## config.mk

```make
export PLATFORM = sky130hd
export DESIGN_NAME = adder_pipe
export DESIGN_NICKNAME = d
export VERILOG_FILES = /design/src/rtl/hack_arith_pkg.sv /design/src/rtl/adder_chunk.sv /design/src/rtl/adder_pipe.sv
export SDC_FILE = /design/constraint.sdc
export NUM_CORES = 1
export LEC_CHECK = 0
export ABC_CLOCK_PERIOD_IN_PS = 5100
export CORE_ASPECT_RATIO = 1.25
export CORE_MARGIN = 3
export CORE_UTILIZATION = 47
export CTS_CLUSTER_SIZE = 25
export DETAILED_ROUTE_END_ITERATION = 12
export PLACE_DENSITY = 0.71
export SLEW_MARGIN = 10
export SYNTH_ARGS = -nofsm -noshare
export SYNTH_HDL_FRONTEND = slang
export SYNTH_SLANG_ARGS = --single-unit
```

## constraint.sdc

```tcl
create_clock -name clk -period 5.1 [get_ports clk]
set_input_delay 1.02 -clock clk [delete_from_list [all_inputs] [get_ports clk]]
set_output_delay 1.02 -clock clk [all_outputs]
set_load 0.005 [all_outputs]
```

## src/rtl/hack_arith_pkg.sv

```systemverilog
// hack_arith_pkg: shared arithmetic defaults and parameter legality check
package hack_arith_pkg;
  localparam int DEF_WIDTH = 16;
  localparam int DEF_STAGES = 4;
  function automatic bit stages_divide(input int w, input int s);
    return s > 0 && w % s == 0;
  endfunction
endpackage

```

## src/rtl/adder_chunk.sv

```systemverilog
// adder_chunk: W-bit ripple-carry adder exposing carry out and carry into the MSB
module adder_chunk #(
  parameter int W = 4
) (
  input  logic [W-1:0] i_a,
  input  logic [W-1:0] i_b,
  input  logic         i_ci,
  output logic [W-1:0] o_s,
  output logic         o_co,
  output logic         o_cm
);
  logic [W:0] w_c;
  always_comb begin
    w_c = '0;
    o_s = '0;
    w_c[0] = i_ci;
    for (int i = 0; i < W; i++) begin
      o_s[i] = i_a[i] ^ i_b[i] ^ w_c[i];
      w_c[i+1] = (i_a[i] & i_b[i]) | (w_c[i] & (i_a[i] ^ i_b[i]));
    end
  end
  assign o_co = w_c[W];
  assign o_cm = w_c[W-1];
endmodule

```

## src/rtl/adder_pipe.sv

```systemverilog
// adder_pipe: pipelined add/subtract, one CHUNK of bits per stage, valid/ready at both ends
module adder_pipe import hack_arith_pkg::*; #(
  parameter int WIDTH = DEF_WIDTH,
  parameter int STAGES = DEF_STAGES
) (
  input  logic             clk,
  input  logic             reset,
  input  logic             in_valid,
  output logic             in_ready,
  input  logic [WIDTH-1:0] x,
  input  logic [WIDTH-1:0] y,
  input  logic             cin,
  input  logic             sub,
  output logic             out_valid,
  input  logic             out_ready,
  output logic [WIDTH-1:0] sum,
  output logic             cout,
  output logic             ovf,
  output logic             zr,
  output logic             ng
);
  localparam int CHUNK = WIDTH / STAGES;
  localparam int L = STAGES - 1;
  if (!stages_divide(WIDTH, STAGES)) begin : g_chk
    $error("adder_pipe: STAGES must divide WIDTH");
  end
  logic             r_v  [STAGES];
  logic [WIDTH-1:0] r_s  [STAGES];
  logic [WIDTH-1:0] r_a  [STAGES];
  logic [WIDTH-1:0] r_b  [STAGES];
  logic             r_c  [STAGES];
  logic             r_cm [STAGES];
  logic             w_vi [STAGES];
  logic [WIDTH-1:0] w_si [STAGES];
  logic [WIDTH-1:0] w_ai [STAGES];
  logic [WIDTH-1:0] w_bi [STAGES];
  logic [WIDTH-1:0] w_ns [STAGES];
  logic             w_ci [STAGES];
  logic [CHUNK-1:0] w_cs [STAGES];
  logic             w_co [STAGES];
  logic             w_cm [STAGES];
  logic [STAGES:0]  w_adv;
  always_comb begin
    w_adv = '0;
    w_adv[STAGES] = out_ready;
    for (int k = L; k >= 0; k--) w_adv[k] = !r_v[k] || w_adv[k+1];
  end
  for (genvar k = 0; k < STAGES; k++) begin : g_stage
    if (k == 0) begin : g_in
      assign w_vi[k] = in_valid;
      assign w_si[k] = '0;
      assign w_ai[k] = x;
      assign w_bi[k] = sub ? ~y : y;
      assign w_ci[k] = sub | cin;
    end else begin : g_link
      assign w_vi[k] = r_v[k-1];
      assign w_si[k] = r_s[k-1];
      assign w_ai[k] = r_a[k-1];
      assign w_bi[k] = r_b[k-1];
      assign w_ci[k] = r_c[k-1];
    end
    adder_chunk #(.W(CHUNK)) u_chunk (
      .i_a  (w_ai[k][k*CHUNK +: CHUNK]),
      .i_b  (w_bi[k][k*CHUNK +: CHUNK]),
      .i_ci (w_ci[k]),
      .o_s  (w_cs[k]),
      .o_co (w_co[k]),
      .o_cm (w_cm[k])
    );
    // upstream sum bits at and above this chunk are always zero, so OR merges cleanly
    assign w_ns[k] = w_si[k] | (WIDTH'(w_cs[k]) << (k * CHUNK));
  end
  always_ff @(posedge clk) begin
    for (int k = 0; k < STAGES; k++) begin
      if (reset) begin
        r_v[k] <= 1'b0;
        r_s[k] <= '0;
        r_a[k] <= '0;
        r_b[k] <= '0;
        r_c[k] <= 1'b0;
        r_cm[k] <= 1'b0;
      end else if (w_adv[k]) begin
        r_v[k] <= w_vi[k];
        r_s[k] <= w_ns[k];
        r_a[k] <= w_ai[k];
        r_b[k] <= w_bi[k];
        r_c[k] <= w_co[k];
        r_cm[k] <= w_cm[k];
      end
    end
  end
  assign in_ready = w_adv[0];
  assign out_valid = r_v[L];
  assign sum = r_s[L];
  assign cout = r_c[L];
  assign ovf = r_cm[L] ^ r_c[L];
  assign zr = out_valid & ~|r_s[L];
  assign ng = r_s[L][WIDTH-1];
endmodule

```

==> impl_metrics.py <==
metrics = {
    "sta": {
        "tightest_slew_ns": 1.10,
        "whs_ns": 0.518,
        "timing.final.crit_share_pct": 71.0,
        "slew_viol_final": 0,
        "max_freq_ghz": 0.276,
        "fin_ws_ns": 1.48,
        "clock_skew_ns": 0.00994,
        "tns_ns": 0,
        "relSlewSlack_pct": 26.4,
        "final_hold_viol_count": 0,
        "finalCriticalPeriod_ns": 3.62,
        "finalSetupViolCount": 0,
        "rsz0062_at_grt": "no",
    },
    "global_route": {
        "grt_max_degree": 31,
        "antenna_found_initial": 0,
        "grt_overflow": 0,
        "grt_pass1_wl_microns": 8830,
        "grt_pass1_vias": 2032,
        "track_usage_pct": 11.3,
    },
    "synth": {
        "avgSynthCellArea_sq_um": 15.2,
        "ys_seq_area_share_pct": 68.8,
        "ys_ff_latch": 97,
        "yosys_warnings": 0,
        "synth.distinct_cells": 26,
        "synth_edf_count": 97,
        "async_reset_ff_share_pct": 0,
        "synth_nets": 332,
        "synthCells": 278,
        "netlist_area_sq_um": 4230,
        "synth_top_flop_cell": "edfxtp_1",
    },
    "floorplanning": {
        "dieWidth_microns": 90.9,
        "row_count": 38,
        "die_y_microns": 112,
        "core_area_sq_um": 8750,
        "ios": 60,
        "start_util_pct": 48.4,
        "die_area_sq_um": 10200,
    },
    "power_and_ir_drop": {
        "peakVddDrop_uv": 122,
        "p_sw_share_pct": 20.5,
        "p_leak_nw": 2.00,
        "powerDensity_nw_per_um2": 290,
        "p_seq_share_pct": 63.7,
        "p_total_w": 0.00147,
        "pwr-share-clk_pct": 28.0,
        "cell_internal_pwr_w": 0.00117,
        "combPwrFrac_pct": 8.3,
        "switchingPower_w": 0.000303,
    },
    "clock_tree": {
        "clk_pin_slew_worst_paths_ns": 0.09,
        "root_buffer": "clkbuf_8",
        "h-tree-depth": 3,
        "numCtsBuffers": 9,
        "clock_latency_ns": 0.35,
        "cts_resized": 0,
        "post_cts_buffers": 0,
        "cts_tree": "yes",
        "cts_num_sinks": 97,
        "cts_hold_buf": 0,
        "clk_path_buf_depth": 2,
    },
    "critical_path": {
        "timing.rr.start": "r_c[2]",
        "timing.critical_path.cells": "clkdlybuf4s50_1 -> and4b_1 -> nand2_1 -> clkdlybuf4s50_1",
        "startpoint": "out_ready",
        "worst-setup-path-type": "in2out",
        "r2r_slack_ns": 2.64,
        "reg2reg_depth": 7,
        "cp_slowest_cell": "and4b_1",
        "cp.arrival_ns": 2.60,
        "regToRegEndpoint": "r_s[3][15]",
        "crit_top_cell": "clkdlybuf4s50_1",
        "worst_path_largest_cell_delay_ns": 0.52,
        "required_ns": 4.08,
        "crit_end": "in_ready",
        "cp-start-kind": "input port",
        "crit_path_max_fanout": 7,
        "end_kind": "primary output",
    },
    "routing": {
        "drt_iter0_drc": 76,
        "wire_per_inst_microns": 11.4,
        "vias": 2039,
        "dr.pass1.iters": 4,
        "drc": 0,
        "drt_wl_total_microns": 5270,
        "routed_via_density": 4.40,
        "drtAntennaViolNets": 0,
    },
    "final_layout": {
        "layout_common_cells": "edfxtp_1, and2_1, clkdlybuf4s50_1",
        "final_common_cell": "edfxtp_1",
        "syn2layout_area_growth_pct": 19.9,
        "drive_above_1_share_pct": 4.96,
        "finalCoreUtilization_pct": 58.0,
        "final_nets": 393,
        "diodes": 0,
    },
    "placed_design": {
        "gp_congestion": 0.701,
        "hpwl_microns": 3950,
        "pre_cts_slack_ns": 1.37,
        "port_buffers": 59,
    },
    "run": {
        "maxCapViolCount": 0,
    },
    "min_path": {
        "hold_class": "reg2reg",
    },
    "outcome": {
        "outcome": "completed",
    },
}
-- cell type report --
cell class,instances,area (sq um)
Fill cell,756,3670
Inverter,20,75.1
Clock inverter,4,20.0
Timing Repair Buffer,61,606
Sequential cell,97,2910
Multi-Input combinational cell,150,1180
Tap cell,120,150
Clock buffer,11,131
-- routing by layer --
| layer | share of wire, % | global-route usage [%] | vias up |
|---|---|---|---|
| li1 | - | - | 1049 |
| met1 | 39 | 11.1 | 920 |
| met2 | 53 | 20.7 | 58 |
| met3 | 4.6 | 2.08 | 12 |
| met4 | 3.4 | 8.75 | 0 |
| met5 | 0 | 0 | - |
-- flip-flops by register name (all words and copies together) (netlist names) --
signal / count
r_cm: 1
r_b: 24
r_s: 40
r_v: 4
r_a: 24
r_c: 4
-- Yosys cell counts (all sizes together), types with 2 or more instances --
| master | n | share of area [%] |
|---|---|---|
| edfxtp | 97 | 69 |
| fa | 16 | 7.6 |
| and2 | 75 | 11 |
| a21o | 2 | 0.53 |
| nand3b | 2 | 0.35 |
| inv | 20 | 1.8 |
| nor3 | 3 | 0.35 |
| nand2b | 2 | 0.30 |
| xnor2 | 15 | 3.1 |
| nor4 | 3 | 0.44 |
| xor2 | 2 | 0.41 |
| nor2 | 23 | 2.2 |
| buf | 5 | 0.95 |
| clkbuf | 6 | 0.62 |
| a21oi | 2 | 0.59 |
-- power groups by stage --
stage	logic (W)	clock network, W	registers, W
global placement	0.000121	0	0.000956
detailed placement	0.000126	0	0.000958
floorplan	0.0000696	0	0.000954
CTS	0.000126	0.000424	0.000940
finish	0.000122	0.000413	0.000938
global route	0.000140	0.000456	0.000944
-- metrics by stage --
stage | cells | area, sq um
after global routing | 463 | 5070
after CTS | 463 | 5070
final | 463 | 5070
after floorplan | 278 | 4230
after detailed placement | 448 | 4920
after global placement | 448 | 4920
-- kinds of logic after synthesis --
logic type | synth area share, %
flip-flops | 68.8
XOR/XNOR | 3.52
AND/OR/NAND/NOR | 15.6
buffers and inverters | 3.34
AO/OA/AOI/OAI | 1.12
adder cells (fa/ha/maj) | 7.57
-- worst max-delay path, delay by kind of cell --
family	cells	cell delay (ns)
buffers and inverters	2	0.92
and+or+nand+nor	2	0.65
-- worst min-delay path by stage --
| stage | slack [ns] | from | to | depth (start not counted) |
|---|---|---|---|---|
| 2_1_floorplan | 0.50 | r_a[0][8] | r_a[0][24] | 1 |
| 3_3_place_gp | 0.50 | r_s[0][0] | r_s[1][0] | 1 |
| 3_5_place_dp | 0.50 | r_a[0][13] | r_a[0][29] | 1 |
| 4_1_cts | 0.52 | r_a[0][13] | r_a[0][29] | 1 |
| 5_1_grt | 0.54 | r_a[0][13] | r_a[0][29] | 1 |
| 6_report | 0.52 | r_s[2][4] | r_s[3][4] | 1 |
Power figures use the tool's default switching activity.
